--- src/rtl/lshift_seq_if.sv ---
// Handshake and data bundle for the multi-cycle logical left shifter.
//   master : requester side, drives start/data_in/shift_amount
//   slave  : shifter side, drives busy/done/data_out/carry_out
interface lshift_seq_if #(
  parameter int WIDTH   = 32,
  parameter int SHAMT_W = 6
);
  logic               start;
  logic [WIDTH-1:0]   data_in;
  logic [SHAMT_W-1:0] shift_amount;
  logic               busy;
  logic               done;
  logic [WIDTH-1:0]   data_out;
  logic               carry_out;

  modport master (
    output start, data_in, shift_amount,
    input  busy, done, data_out, carry_out
  );

  modport slave (
    input  start, data_in, shift_amount,
    output busy, done, data_out, carry_out
  );
endinterface

--- src/rtl/lshift_seq.sv ---
// Multi-cycle logical left shifter: one bit position per clock.
// Ports:
//   clk    rising-edge clock
//   rst_n  asynchronous active-low reset
//   bus    lshift_seq_if.slave
//            start         request, sampled only in IDLE
//            data_in       operand, captured on the accepted start
//            shift_amount  shift count, clamped to WIDTH
//            busy          high while not IDLE
//            done          one-cycle result-valid pulse
//            data_out      working/result register
//            carry_out     last bit shifted out of bit WIDTH-1
module lshift_seq #(
  parameter int WIDTH   = 32,
  parameter int SHAMT_W = 6
) (
  input  logic         clk,
  input  logic         rst_n,
  lshift_seq_if.slave  bus
);

  // count must be able to hold WIDTH itself (the clamped maximum)
  localparam int CNT_W = $clog2(WIDTH + 1);

  typedef enum logic [1:0] {
    IDLE  = 2'd0,
    SHIFT = 2'd1,
    DONE  = 2'd2
  } state_t;

  state_t             state_q, state_d;
  logic [CNT_W-1:0]   count_q;
  logic [WIDTH-1:0]   data_q;
  logic               carry_q;
  logic [CNT_W-1:0]   n_clamp;
  logic               accept;

  // Amounts of WIDTH or more all produce the same result as exactly WIDTH
  // shifts, so clamp here and keep the counter narrow.
  always_comb begin
    n_clamp = CNT_W'(WIDTH);
    if (32'(bus.shift_amount) < 32'(WIDTH))
      n_clamp = CNT_W'(bus.shift_amount);
  end

  assign accept = (state_q == IDLE) && bus.start;

  // State register
  always_ff @(posedge clk or negedge rst_n) begin
    if (!rst_n) state_q <= IDLE;
    else        state_q <= state_d;
  end

  // Next-state logic
  always_comb begin
    state_d = state_q;
    case (state_q)
      IDLE: begin
        if (accept)
          state_d = (n_clamp != '0) ? SHIFT : DONE;
      end
      SHIFT: begin
        // the edge seen with count==1 performs the final shift
        if (count_q == CNT_W'(1))
          state_d = DONE;
      end
      DONE:    state_d = IDLE;
      default: state_d = IDLE;
    endcase
  end

  // Datapath: operand capture, shifting, countdown. Outside SHIFT and the
  // accepting IDLE edge everything holds, so the result stays visible
  // from DONE until the next accepted start.
  always_ff @(posedge clk or negedge rst_n) begin
    if (!rst_n) begin
      count_q <= '0;
      data_q  <= '0;
      carry_q <= 1'b0;
    end else begin
      case (state_q)
        IDLE: begin
          if (accept) begin
            data_q  <= bus.data_in;
            carry_q <= 1'b0;
            count_q <= n_clamp;
          end
        end
        SHIFT: begin
          data_q  <= {data_q[WIDTH-2:0], 1'b0};
          carry_q <= data_q[WIDTH-1];
          count_q <= count_q - CNT_W'(1);
        end
        default: ;
      endcase
    end
  end

  // Outputs decode the state register only; no input reaches them
  // combinationally.
  assign bus.busy      = (state_q != IDLE);
  assign bus.done      = (state_q == DONE);
  assign bus.data_out  = data_q;
  assign bus.carry_out = carry_q;

endmodule

--- src/flat_wrapper.sv ---
// flat-port wrapper written by rule: the top's interface ports become plain ports
module lshift_seq_flat 
#(
  parameter int WIDTH   = 32,
  parameter int SHAMT_W = 6
)
  (clk, rst_n, bus_start, bus_data_in, bus_shift_amount, bus_busy, bus_done, bus_data_out, bus_carry_out);
  lshift_seq_if #(.WIDTH(WIDTH), .SHAMT_W(SHAMT_W)) bus_i ();
  input  logic clk;
  input  logic rst_n;
  input wire logic [$bits(bus_i.start)-1:0] bus_start;
  input wire logic [$bits(bus_i.data_in)-1:0] bus_data_in;
  input wire logic [$bits(bus_i.shift_amount)-1:0] bus_shift_amount;
  output wire logic [$bits(bus_i.busy)-1:0] bus_busy;
  output wire logic [$bits(bus_i.done)-1:0] bus_done;
  output wire logic [$bits(bus_i.data_out)-1:0] bus_data_out;
  output wire logic [$bits(bus_i.carry_out)-1:0] bus_carry_out;
  assign bus_i.start = bus_start;
  assign bus_i.data_in = bus_data_in;
  assign bus_i.shift_amount = bus_shift_amount;
  assign bus_busy = bus_i.busy;
  assign bus_done = bus_i.done;
  assign bus_data_out = bus_i.data_out;
  assign bus_carry_out = bus_i.carry_out;
  lshift_seq #(.WIDTH(WIDTH), .SHAMT_W(SHAMT_W)) u_core (.clk(clk), .rst_n(rst_n), .bus(bus_i));
endmodule
--- config.mk ---
export PLATFORM = sky130hd
export DESIGN_NAME = lshift_seq_flat
export DESIGN_NICKNAME = d
export VERILOG_FILES = /design/src/rtl/lshift_seq_if.sv /design/src/rtl/lshift_seq.sv /design/src/flat_wrapper.sv
export SDC_FILE = /design/constraint.sdc
export NUM_CORES = 1
export LEC_CHECK = 0
export BUFFER_PORTS_ARGS = -buffer_cell sky130_fd_sc_hd__buf_2
export CORE_ASPECT_RATIO = 0.6
export CORE_MARGIN = 2
export CORE_UTILIZATION = 30
export CTS_BUF_LIST = sky130_fd_sc_hd__clkbuf_2
export CTS_CLUSTER_DIAMETER = 60
export DETAILED_ROUTE_END_ITERATION = 7
export MAX_ROUTING_LAYER = met4
export PLACE_DENSITY_LB_ADDON = 0.15
export SYNTH_ARGS = -nofsm -noshare
export SYNTH_HDL_FRONTEND = slang
export SYNTH_SLANG_ARGS = --single-unit
--- constraint.sdc ---
create_clock -name clk -period 3.4 [get_ports clk]
set_input_delay 0.68 -clock clk [delete_from_list [all_inputs] [get_ports clk]]
set_output_delay 0.68 -clock clk [all_outputs]
set_load 0.01 [all_outputs]
Yosys cells after proc, flatten, opt, wreduce, memory -nomap -nowiden --
Cells that the tools add are included.
Operators by class: reductions and logical operators 7, equality and inequality tests 5, muxes and demuxes 11, $add $sub $neg 1, order comparisons 1
Operators by type and width (count):
- 32-bit case mux with 2 select lines | 1
- 32-bit two-way mux | 1
- 6-bit two-way mux | 2
- 6-bit case mux with 2 select lines | 1
- 6-bit by 1-bit equality test with 1-bit output, second input constant | 1
- 6-bit < comparator, second input constant | 1
- 2-bit two-way mux | 3
- 6-bit nonzero test | 1
- 6-bit by 1-bit subtractor with 6-bit output, second input constant | 1
- 2-bit by 1-bit inequality test with 1-bit output, second input constant | 2
- 2-bit case mux with 2 select lines | 1
- 2-bit AND reduction | 2
- 2-bit nonzero test | 2
- 2-bit by 1-bit equality test with 1-bit output, second input constant | 1
- 2-bit equality test, second input constant | 1
- 2-bit zero test | 1
- 1-bit case mux with 2 select lines | 1
- 1-bit logical AND | 1
- 1-bit two-way mux | 1
Word-level totals: word-level logic and storage cells 29, input port bits 41, output and inout port bits 35, register bits 41

Logic depth before layout (Yosys ltp) --
Gate-level depths: netlist of run 1.
word-level depth 6, depth in mapped cells 6, mapped depth without buffers 5

Least setup slack after synthesis of run 1 --
OpenSTA, ideal clock, no wires.
path kind input port to flip-flop, start point input port bus_start, end point register u_core.data_q[31] (netlist: u_core.bus.data_out[31]), path buffers 3, slack 1862 ps, cell stages on the path 6, arrival 1461 ps, setup time 77 ps, data required time 3323 ps, path through buf_2 o21bai_2 buf_4 buf_2 nand2_1 o21ai_1
On the way: longest elaborated chain between the ends 3
RTL lines:
- start: declaration | line flat_wrapper.sv:11 | input wire logic [$bits(bus_i.start)-1:0] bus_start;
- 1-bit logical AND | line lshift_seq.sv:46 | assign accept = (state_q == IDLE) && bus.start;
- 2-bit by 1-bit inequality test with 1-bit output (no source line)
- 2-bit AND reduction (no source line)
- end signal: assignment | line lshift_seq.sv:84 | data_q <= bus.data_in;
- end signal: assignment | line lshift_seq.sv:90 | data_q <= {data_q[WIDTH-2:0], 1'b0};
- end: declaration | line lshift_seq.sv:33 | logic [WIDTH-1:0] data_q;
No other way between the ends. A chain may end at the register's enable or synchronous reset.

Worst setup path in the final report of run 1 --
start point register u_core.state_q[0], end point output port bus_busy
On the way: longest elaborated chain between the ends 1
RTL lines:
- start: declaration | line lshift_seq.sv:31 | state_t state_q, state_d;
- start signal: assignment | line lshift_seq.sv:51 | else state_q <= state_d;
- 2-bit nonzero test | line lshift_seq.sv:101 | assign bus.busy = (state_q != IDLE);
- end: declaration | line flat_wrapper.sv:14 | output wire logic [$bits(bus_i.busy)-1:0] bus_busy;
No other way between the ends.

==> results of run 1 <==
## registers in the layout, summed over array words and instances, names as in the netlist
register	count
u_core.bus.carry_out	1
u_core.count_q	6
u_core.state_q	2
u_core.bus.data_out	32
## cells in the mapped netlist
library cell / count / area [um2]
nor4b_1: 3 / 26.3
nand2b_1: 3 / 18.8
clkbuf_1: 5 / 18.8
a31oi_1: 3 / 18.8
nor2b_1: 2 / 12.5
nand2_1: 35 / 131
o2bb2ai_1: 2 / 17.5
nor4_1: 1 / 6.26
inv_1: 5 / 18.8
and3b_1: 1 / 8.76
buf_2: 5 / 25.0
a21boi_0: 1 / 7.51
buf_4: 2 / 15.0
ha_1: 2 / 25.0
a32oi_1: 2 / 17.5
a2bb2oi_1: 1 / 8.76
a311o_1: 1 / 10.0
dfrtp_1: 41 / 1030
nor3b_1: 1 / 7.51
nand3_1: 1 / 5.00
o211ai_1: 1 / 7.51
nand4_1: 2 / 12.5
a21oi_1: 4 / 20.0
buf_6: 3 / 33.8
o21a_1: 1 / 7.51
a211o_1: 1 / 8.76
nand3b_1: 2 / 15.0
o21ai_0: 3 / 15.0
nor4bb_1: 1 / 10.0
and2b_1: 1 / 7.51
o22a_1: 1 / 8.76
o21bai_2: 1 / 11.3
inv_2: 1 / 3.75
a22o_1: 1 / 8.76
mux2i_1: 31 / 310
nor2_1: 5 / 18.8
and3_1: 1 / 6.26
o21ai_1: 32 / 160
nor3_2: 1 / 10.0
## through the flow
| stage | std cells | cell area (um2) | hold slack, ps | utilization |
|---|---|---|---|---|
| 5_1_grt | 367 | 2580 | 435 | 0.383 |
| 6_report | 367 | 2580 | 405 | 0.383 |
| 3_3_place_gp | 359 | 2520 | 493 | 0.374 |
| 4_1_cts | 367 | 2580 | 413 | 0.383 |
| 3_5_place_dp | 359 | 2520 | 501 | 0.374 |
| 2_1_floorplan | 210 | 2100 | 384 | - |
## worst max-delay path: stages (launching register included)
cell and delay (ps):
dfrtp_1 700, inv_1 150, nand2_1 80, buf_2 120
## cells by family after synthesis
family                     after synthesis  synth area share
buffers and inverters                   21            0.0548
DFF                                     41             0.488
and+or+nand+nor                         60             0.141
adders and majority gates                2            0.0119
AOI/OAI and AO/OA                       55             0.156
muxes                                   31             0.148
## metal layers
layer | GRT usage | share of wire | up-vias
li1 | - | - | 882
met1 | 0.201 | 0.53 | 808
met5 | - | 0 | -
met4 | 0.0274 | 0.0042 | 0
met2 | 0.187 | 0.39 | 56
met3 | 0.0481 | 0.076 | 6
## power groups by stage
| stage | clock [W] | sequential (W) | combinational [W] |
|---|---|---|---|
| after floorplan | 0 | 0.000989 | 0.000743 |
| after global placement | 0 | 0.000971 | 0.00111 |
| after detailed placement | 0 | 0.000963 | 0.00113 |
| after CTS | 0.000296 | 0.000956 | 0.00113 |
| after global routing | 0.000320 | 0.000994 | 0.00125 |
| final | 0.000285 | 0.000955 | 0.00111 |
## cell usage in the layout, fill, tap and decap left out, types with 2 or more instances in the layout
master	instances
o2bb2ai_1	2
ha_1	2
a32oi_1	2
mux2i_1	31
inv_1	5
o21ai_0	3
a21oi_1	4
nand3b_1	2
buf_4	2
nand2_1	35
a31oi_1	3
nand4_1	2
clkbuf_2	6
nand2b_1	3
buf_2	75
dfrtp_1	41
nor4b_1	3
nor2b_1	2
nor2_1	5
o21ai_1	32
## path summary, 6_finish.rpt
| kind | startpoint | to | slack (ps) |
|---|---|---|---|
| max | u_core.state_q[0] | bus_busy | 1280 |
| min reg2reg | u_core.bus.data_out[1] | u_core.bus.data_out[1] | 540 |
| max in group asynchronous | rst_n | u_core.count_q[5] | 2420 |
| min in group clk | u_core.bus.data_out[1] | u_core.bus.data_out[1] | 540 |
| max reg2reg | u_core.state_q[0] | u_core.bus.data_out[29] | 1310 |
| min | rst_n | u_core.bus.data_out[31] | 410 |
## layout make-up
type | instances | area [um2] | share of cell area
Clock buffer | 6 | 30.0 | 0.0116
Sequential cell | 41 | 1030 | 0.398
Timing Repair Buffer | 77 | 390 | 0.151
Multi-Input combinational cell | 148 | 968 | 0.375
Tap cell | 87 | 109 | 0.0422
Inverter | 6 | 22.5 | 0.00873
Clock inverter | 2 | 33.8 | 0.0131
==> metrics.md, run 1 <==
| Metric | Value |
|---|---|
| Clock Skews | 20.6 ps |
| RSZ-0062 raised after global routing | false |
| Routed via count | 1752 |
| Post-CTS setup buffer count | 0 |
| IO Port Bufs | 75 |
| Layout fillers | 703 |
| Power consumption | 0.00235 W |
| Worst reg2reg path depth | 3 |
| Area growth syn-to-layout | 22.8% |
| Outcome | complete, no violations |
| Final Worst Setup Slack | 1280 ps |
| Largest net degree at the start of global routing | 42 |
| Cells after Synth | 210 |
| Slew headroom | 0.342 |
| Vias/cell | 4.77 |
| Final setup violation count | 0 |
| Post-Route WL | 5020 um |
| Place WS | 1320 ps |
| Worst setup path class | register to output port |
| Clk_lat worst skew | 390 ps |
| Sequential share of the synthesized area | 0.488 |
| GRT Overall Usage | 0.139 |
| Min-Delay Path Class | primary input to async pin |
| Comb power frac | 0.472 |
| Pleak | 1.32 nW |
| Pwr dens | 910 nW/um2 |
| Detail Placement HPWL | 3570 um |
| Die Width | 112 um |
| Initial antenna violation count | 0 |
| Power share of the clock group | 0.121 |
| DRT antenna net count | 0 |
| Fmax | 472 MHz |
| Worst-path clk slew | 210 ps |
| Vias in the first global route | 1622 |
| Crit path capture type | output port |
| Sw frac | 0.417 |
| Clock Sinks | 41 |
| I/O pin cnt | 76 |
| Sequential share of power | 0.407 |
| Remaining Overflow, GRT | 0 |
| Final slew viol count | 0 |
| Syn nets | 253 |
| Fin crit share | 0.623 |
| Netlist Area Pre-Place | 2100 um2 |
| Synth Register Bits | 41 |
| Critical path peak fanout | 17 |
| Crit path time final | 2120 ps |
| Die area | 7710 um2 |
| Setup crit start kind | register |
| Worst Path Required | 2720 ps |
| Worst-Margin Slew | 987 ps |
| Net Sw Power | 0.000979 W |
| Hold Fails Final Rpt | 0 |
| GPL Wtd Cong | 0.829 |
| # rows | 23 |
| Post_cts resized | 0 |
| Core area | 6730 um2 |
| Cell variety after synth | 39 |
| Initial core utilization | 0.312 |
| Ratio of cells with drive above 1 in the final layout | 0.314 |
| Global-route wire length before repair | 8190 um |
| Inserted Diodes | 0 |
| Max-cap violations | 0 |
| Arr. time, crit path | 1440 ps |
| H-tree depth | 2 |
| Syn Area/Cell | 10.0 um2 |
| Clock Path Buffers | 2 |
| Root Driver | clkbuf_2 |
| Post-CTS Hold Buffers | 0 |
| CTS Buf Count | 5 |
| NumNets Final | 322 |
| YS warnings | 0 |
| DRC | 0 |
| CTS tree | yes |
| DRT iter0 DRCs | 95 |
| Pint | 0.00137 W |
| Die Y-Extent | 68.8 um |
| First-pass DRT Iterations | 4 |
| Setup TNS after final layout | 0 ps |
| Avg WL per Cell | 13.7 um |
| Max VDD drop | 288 uV |
Note: power is estimated with default switching activity, not from simulation.
==> inputs of run 2 (changes only) <==
--- a/config.mk
+++ b/config.mk
@@ -5,6 +5,7 @@
 export SDC_FILE = /design/constraint.sdc
 export NUM_CORES = 1
 export LEC_CHECK = 0
+export ABC_AREA = 1
 export BUFFER_PORTS_ARGS = -buffer_cell sky130_fd_sc_hd__buf_2
 export CORE_ASPECT_RATIO = 0.6
 export CORE_MARGIN = 2
==> constraint.sdc (replaced) <==
create_clock -name clk -period 1.8 [get_ports clk]
set_input_delay 0.36 -clock clk [delete_from_list [all_inputs] [get_ports clk]]
set_output_delay 0.36 -clock clk [all_outputs]
set_load 0.01 [all_outputs]
==> metrics.md, run 2 <==
| Metric | Value |
|---|---|
| Outcome | complete, no violations (unchanged) |
| Commonest cells post-synth | 64 x a21oi_1, 46 x nand2_1, 41 x dfrtp_1, 41 x nor2_1, 15 x inv_1 (was 41 x dfrtp_1, 35 x nand2_1, 32 x o21ai_1) |
| Post-synth top area cell | dfrtp_1 (unchanged) |
| Commonest cells after routing, fill and taps aside | 75 x buf_2, 64 x a21oi_1, 46 x nand2_1 (was 75 x buf_2, 41 x dfrtp_1, 35 x nand2_1) |
| I/O pin cnt | 76 (unchanged) |
| NumNets Final | 370 (was 322) |
| Cell variety after synth | 21 (was 39) |
| Pleak | 1.27 nW (was 1.32 nW) |
| Arr. time, crit path | 1230 ps (was 1440 ps) |
| CTS Buf Count | 5 (unchanged) |
| Global-route wire length before repair | 8870 um (was 8190 um) |
| YS warnings | 0 (unchanged) |
| IO Port Bufs | 75 (unchanged) |
| Clock Skews | 23.0 ps (was 20.6 ps) |
| Netlist Area Pre-Place | 2010 um2 (was 2100 um2) |
| Buf/Inv on CP | 2 (unchanged) |
| Pwr dens | 1970 nW/um2 (was 910 nW/um2) |
| Synth top area cells | dfrtp_1 51%, a21oi_1 16%, nand2_1 8.6% (was dfrtp_1 49%, mux2i_1 15%, o21ai_1 7.6%) |
| Max-cap violations | 0 (unchanged) |
| Post_cts resized | 0 (unchanged) |
| Clock Sinks | 41 (unchanged) |
| Largest stage delay on the critical path | 500 ps (was 700 ps) |
| Top-area cell type share of the netlist area | 0.510 (was 0.488) |
| DRC | 0 (unchanged) |
| H-tree depth | 2 (unchanged) |
| Fin crit share | 0.886 |
| Slew headroom | 0.643 (was 0.342) |
| Ratio of cells with drive above 1 in the final layout | 0.284 (was 0.314) |
| Met2 Wirelength | 2330 um (was 1940 um) |
| Slowest-stage cell, CP | dfrtp_1 (unchanged) |
| Met3 wire len | 382 um (was 379 um) |
| Worst-path clk slew | 230 ps (was 210 ps) |
| Die area | 7400 um2 (was 7710 um2) |
| Core Util, Final | 0.387 (was 0.383) |
| Final setup violation count | 0 (unchanged) |
| Wl on met1 | 2720 um (was 2670 um) |
| Top-count cell post-synth | a21oi_1 (was dfrtp_1) |
| Initial core utilization | 0.305 (was 0.312) |
| Routed via count | 1941 (was 1752) |
| EDFF count, synth | 0 (unchanged) |
| RSZ-0062 raised after global routing | false (unchanged) |
| Cells after Synth | 251 (was 210) |
| Worst setup path class | register to output port (unchanged) |
| Root Driver | clkbuf_2 (unchanged) |
| Fmax | 627 MHz |
| Delay-heaviest family, CP | flip-flops (unchanged) |
| Vias/cell | 4.68 (was 4.77) |
| Largest net degree at the start of global routing | 42 (unchanged) |
| Syn Area/Cell | 8.02 um2 (was 10.0 um2) |
| Post-Route WL | 5470 um (was 5020 um) |
| Hold Fails Final Rpt | 0 (unchanged) |
| Highest routed layer | met4 (unchanged) |
| Core area | 6590 um2 (was 6730 um2) |
| Crit path time final | 1590 ps |
| Setup crit start kind | register (unchanged) |
| Post-synth ARST share | 1.00 (unchanged) |
| Worst Path Required | 1440 ps (was 2720 ps) |
| Critical path peak fanout | 5 (was 17) |
| Prevailing post-synth register cell | dfrtp_1 (unchanged) |
| Inserted Diodes | 0 (unchanged) |
| DRT antenna net count | 0 (unchanged) |
| Die Width | 110 um (was 112 um) |
| DRT iter0 DRCs | 109 (was 95) |
| Synth Register Bits | 41 (unchanged) |
| Die Y-Extent | 67.5 um (was 68.8 um) |
| # rows | 23 (unchanged) |
| Sequential share of the synthesized area | 0.510 (was 0.488) |
| Most common cell after layout, fill and taps aside | buf_2 (unchanged) |
| Clock Path Buffers | 2 (unchanged) |
| First-pass DRT Iterations | 4 (unchanged) |
| Clk_lat worst skew | 390 ps (about the same) |
| Final slew viol count | 0 (unchanged) |
| Remaining Overflow, GRT | 0 (unchanged) |
| Vias in the first global route | 1823 (was 1622) |
| Max reg flops | 32 (unchanged) |
| Setup TNS after final layout | 0 ps (unchanged) |
| Syn nets | 294 (was 253) |
| Avg WL per Cell | 13.2 um (was 13.7 um) |
| Worst-Margin Slew | 535 ps (was 987 ps) |
| Min-Delay Path Class | primary input to register (was primary input to async pin) |
| Area growth syn-to-layout | 26.5% (was 22.8%) |
| GRT Overall Usage | 0.163 (was 0.139) |
| Crit path capture type | output port (unchanged) |
| Detail Placement HPWL | 3710 um (was 3570 um) |
| Initial antenna violation count | 0 (unchanged) |
| Max VDD drop | 616 uV (was 288 uV) |
| CP cell instances | nor2_1, inv_1, buf_2 (was inv_1, nand2_1, buf_2) |
| GPL Wtd Cong | 0.815 (was 0.829) |
| CTS tree | yes (unchanged) |
## run 2: changes by cell type in the layout (fill, tap and decap cells not counted), sizes merged, moves of 6 or more
| cell | before | now |
|---|---|---|
| o21ai | 35 | 7 |
| nand2 | 35 | 46 |
| a21oi | 4 | 64 |
| inv | 6 | 16 |
| nor2 | 5 | 41 |
| buf | 77 | 83 |
| nand3 | 1 | 10 |
| mux2i | 31 | 0 |
## run 2: final timing paths
kind                                 startpoint                 endpoint  slack, ps  depth (start not counted)
max in group asynchronous                 rst_n  u_core.bus.data_out[20]        900                          3
max reg2reg                   u_core.state_q[1]        u_core.count_q[3]        430                          5
max                           u_core.state_q[0]                 bus_busy        210                          3
min reg2reg                u_core.bus.carry_out     u_core.bus.carry_out        530                          2
min                              bus_data_in[7]   u_core.bus.data_out[7]        220                          3
min in group asynchronous                 rst_n        u_core.state_q[1]        530                          3
## run 2: report_power, final
group	switching [W]	internal [W]	leakage (nW)	total, W
registers	0.000372	0.00140	0.478	0.00178
logic	0.00164	0.00105	0.750	0.00269
clock network	0.000314	0.000237	0.0406	0.000551
total	0.00233	0.00269	1.27	0.00502
## run 2: worst min-delay path, delay by kind of cell
kind / cells / cell delay [ps]
compound gates: 2 / 160
buf+inv: 1 / 70
## run 2: cell type report
class	count	area [um2]
clock buffer	6	30.0
clock inverter	2	33.8
fill	696	4040
inverter	16	60.1
multi-input combinational	179	831
sequential	41	1030
tap	87	109
timing repair buffer	84	458
## run 2: timing repair
item                      in CTS  in global routing
hold endpoints to repair      24                  0
setup buffers                  0                  0
hold buffers                   1                  0
## run 2: metal layers
metal	track usage	vias to the layer above
met3	0.0473	4
met2	0.241	62
met1	0.222	892
li1	-	983
met5	-	-
met4	0.0364	0
## run 2: cells by family after synthesis
kind of cell               after synthesis  synth area share
AOI/OAI and AO/OA                       77             0.200
adders and majority gates                2            0.0124
buffers and inverters                   31            0.0814
DFF                                     41             0.510
and+or+nand+nor                        100             0.196
## run 2: stage by stage
| step | worst slack [ps] | instance area [um2] | power [W] | cells | hold slack (ps) |
|---|---|---|---|---|---|
| 2_1_floorplan | 613 | 2010 | 0.00361 | 251 | 64.4 |
| 3_3_place_gp | 488 | 2470 | 0.00449 | 406 | 473 |
| 3_5_place_dp | 477 | 2470 | 0.00450 | 406 | 471 |
| 4_1_cts | 170 | 2550 | 0.00507 | 415 | 188 |
| 5_1_grt | 84.4 | 2550 | 0.00555 | 415 | 178 |
| 6_report | 206 | 2550 | 0.00502 | 415 | 215 |
==> inputs of run 3 (changes only) <==
--- a/config.mk
+++ b/config.mk
@@ -9,7 +9,7 @@
 export BUFFER_PORTS_ARGS = -buffer_cell sky130_fd_sc_hd__buf_2
 export CORE_ASPECT_RATIO = 0.6
 export CORE_MARGIN = 2
-export CORE_UTILIZATION = 30
+export CORE_UTILIZATION = 46
 export CTS_BUF_LIST = sky130_fd_sc_hd__clkbuf_2
 export CTS_CLUSTER_DIAMETER = 60
 export DETAILED_ROUTE_END_ITERATION = 7
==> metrics.md, run 3 (synthesis results as in run 2) <==
| Metric | Value |
|---|---|
| Clk_lat worst skew | 380 ps (was 390 ps) |
| Comb power frac | 0.550 (was 0.536) |
| Slew headroom | 0.700 (was 0.643) |
| Setup crit start | u_core.state_q[0] (unchanged) |
| RSZ-0062 raised after global routing | false (unchanged) |
| Global-route wire length before repair | 8010 um (was 8870 um) |
| Min-Delay Path Class | primary input to register (unchanged) |
| Largest net degree at the start of global routing | 39 (was 42) |
| Hold Fails Final Rpt | 0 (unchanged) |
| Setup crit start kind | register (unchanged) |
| Detail Placement HPWL | 3620 um (was 3710 um) |
| Instance count on the critical path | 3 (unchanged) |
| CTS Buf Count | 5 (unchanged) |
| Remaining Overflow, GRT | 0 (unchanged) |
| Core Util, Final | 0.595 (was 0.387) |
| Wl on met1 | 2490 um (was 2720 um) |
| Commonest cells after routing, fill and taps aside | 75 x buf_2, 64 x a21oi_1, 46 x nand2_1 (unchanged) |
| Root Driver | clkbuf_2 (unchanged) |
| Core area | 4170 um2 (was 6590 um2) |
| # rows | 18 (was 23) |
| Outcome | complete, no violations (unchanged) |
| Crit path capture type | output port (unchanged) |
| Routed via count | 1975 (was 1941) |
| Clock Sinks | 41 (unchanged) |
| GPL Wtd Cong | 0.830 (was 0.815) |
| Critical path peak fanout | 5 (unchanged) |
| Largest stage delay on the critical path | 470 ps (was 500 ps) |
| Finished Layout Cells | 388 (was 415) |
| R2R setup slack | 340 ps (was 430 ps) |
| Die Y-Extent | 55.2 um (was 67.5 um) |
| GRT Overall Usage | 0.215 (was 0.163) |
| Setup TNS after final layout | 0 ps (unchanged) |
| Max-cap violations | 0 (unchanged) |
| Die Width | 89.4 um (was 110 um) |
| Area growth syn-to-layout | 23.2% (was 26.5%) |
| Die area | 4940 um2 (was 7400 um2) |
| Most common cell after layout, fill and taps aside | buf_2 (unchanged) |
| Crit path time final | 1540 ps (was 1590 ps) |
| Inserted Diodes | 0 (unchanged) |
| IO Port Bufs | 75 (unchanged) |
| H-tree depth | 2 (unchanged) |
| Pleak | 1.25 nW (was 1.27 nW) |
| Worst-Margin Slew | 450 ps (was 535 ps) |
| Sw frac | 0.477 (was 0.464) |
| Net Sw Power | 0.00228 W (was 0.00233 W) |
| Worst setup path class | register to output port (unchanged) |
| Pint | 0.00250 W (was 0.00269 W) |
| Worst setup path endpoint | bus_busy (unchanged) |
| Delay-heaviest family, CP | flip-flops (unchanged) |
| Buf/Inv on CP | 2 (unchanged) |
| First-pass DRT Iterations | 4 (unchanged) |
| Vias/cell | 5.09 (was 4.68) |
| Vias in the first global route | 1738 (was 1823) |
| NumNets Final | 370 (unchanged) |
| Power share of the clock group | 0.079 (was 0.110) |
| Worst Path Required | 1440 ps (about the same) |
| DRT iter0 DRCs | 105 (was 109) |
| Worst reg2reg path depth | 6 (was 5) |
| I/O pin cnt | 76 (unchanged) |
| Arr. time, crit path | 1180 ps (was 1230 ps) |
| Pwr dens | 1930 nW/um2 (was 1970 nW/um2) |
| Layout fillers | 410 (was 696) |
| Initial core utilization | 0.483 (was 0.305) |
| CTS tree | yes (unchanged) |
| Met2 Wirelength | 2010 um (was 2330 um) |
| Fin crit share | 0.856 (was 0.886) |
| Hold Path Stages | 2 (was 3) |
| Sequential share of power | 0.371 (was 0.354) |
| DRC | 0 (unchanged) |
| Max VDD drop | 875 uV (was 616 uV) |
| Post-Route WL | 4960 um (was 5470 um) |
| Worst-path clk slew | 210 ps (was 230 ps) |
| Final slew viol count | 0 (unchanged) |
| Max reg flops | 32 (unchanged) |
| Highest routed layer | met4 (unchanged) |
| Final Worst Setup Slack | 259 ps (was 206 ps) |
| Initial antenna violation count | 0 (unchanged) |
| Fmax | 649 MHz (was 627 MHz) |
| CP cell instances | nor2_1, inv_1, buf_2 (unchanged) |
| Clock Skews | 10.7 ps (was 23.0 ps) |
| Ratio of cells with drive above 1 in the final layout | 0.280 (was 0.284) |
| Dpl cells | 379 (was 406) |
| Placed cell areas | 2430 um2 (was 2470 um2) |
| Met3 wire len | 409 um (was 382 um) |
| Place WS | 378 ps (was 477 ps) |
| Avg WL per Cell | 12.8 um (was 13.2 um) |
| Post-route cell area | 2480 um2 (was 2550 um2) |
| R2R Path End | u_core.bus.data_out[8] (was u_core.count_q[3]) |
| Clock Path Buffers | 2 (unchanged) |
| Final setup violation count | 0 (unchanged) |
| Slowest-stage cell, CP | dfrtp_1 (unchanged) |
| Post-CTS setup buffer count | 0 (unchanged) |
| DRT antenna net count | 0 (unchanged) |
| RR Startpoint | u_core.state_q[1] (unchanged) |
[run 3: worst min-delay path by stage]
stage                   startpoint                      to  slack [ps]
finish              bus_data_in[0]  u_core.bus.data_out[0]         210
global route        bus_data_in[0]  u_core.bus.data_out[0]         180
CTS                 bus_data_in[0]  u_core.bus.data_out[0]         200
detailed placement           rst_n  u_core.bus.data_out[5]         330
global placement             rst_n  u_core.bus.data_out[5]         330
floorplan                    rst_n    u_core.bus.carry_out          60
[run 3: layout make-up]
type	count	area, um2	share of cell area
clock inverter	3	12.5	0.00505
timing repair buffer	84	458	0.185
clock buffer	5	25.0	0.0101
multi-input combinational	179	823	0.332
sequential	41	1030	0.414
tap	60	75.1	0.0303
inverter	16	60.1	0.0242
[run 3: per-layer routing]
metal	vias to the layer above	track usage
met3	7	0.0538
met2	83	0.277
li1	977	-
met1	908	0.338
met5	-	-
met4	0	0.0490
[run 3: power by group through the flow]
stage | Combinational (W) | Clock, W | Sequential (W)
floorplan | 0.00169 | 0 | 0.00192
global placement | 0.00258 | 0 | 0.00180
detailed placement | 0.00263 | 0 | 0.00180
CTS | 0.00263 | 0.000386 | 0.00178
global route | 0.00296 | 0.000422 | 0.00184
finish | 0.00262 | 0.000377 | 0.00177
[run 3: worst register-to-register path: stages, from the launching register on]
cell     delay, ps
dfrtp_1        420
inv_1          100
nand2_1        110
inv_2          290
buf_4          260
nand2_1         70
a21oi_1        160
[run 3: repair_timing]
item,in CTS,in global routing
endpoints found under the hold margin,18,0
gates resized for setup,0,0
hold buffers,1,0
[run 3: stage by stage]
| stage | power [W] | hold WS [ps] |
|---|---|---|
| after global routing | 0.00523 | 181 |
| after global placement | 0.00438 | 332 |
| final | 0.00477 | 211 |
| after detailed placement | 0.00443 | 333 |
| after CTS | 0.00480 | 196 |
| after floorplan | 0.00361 | 64.4 |
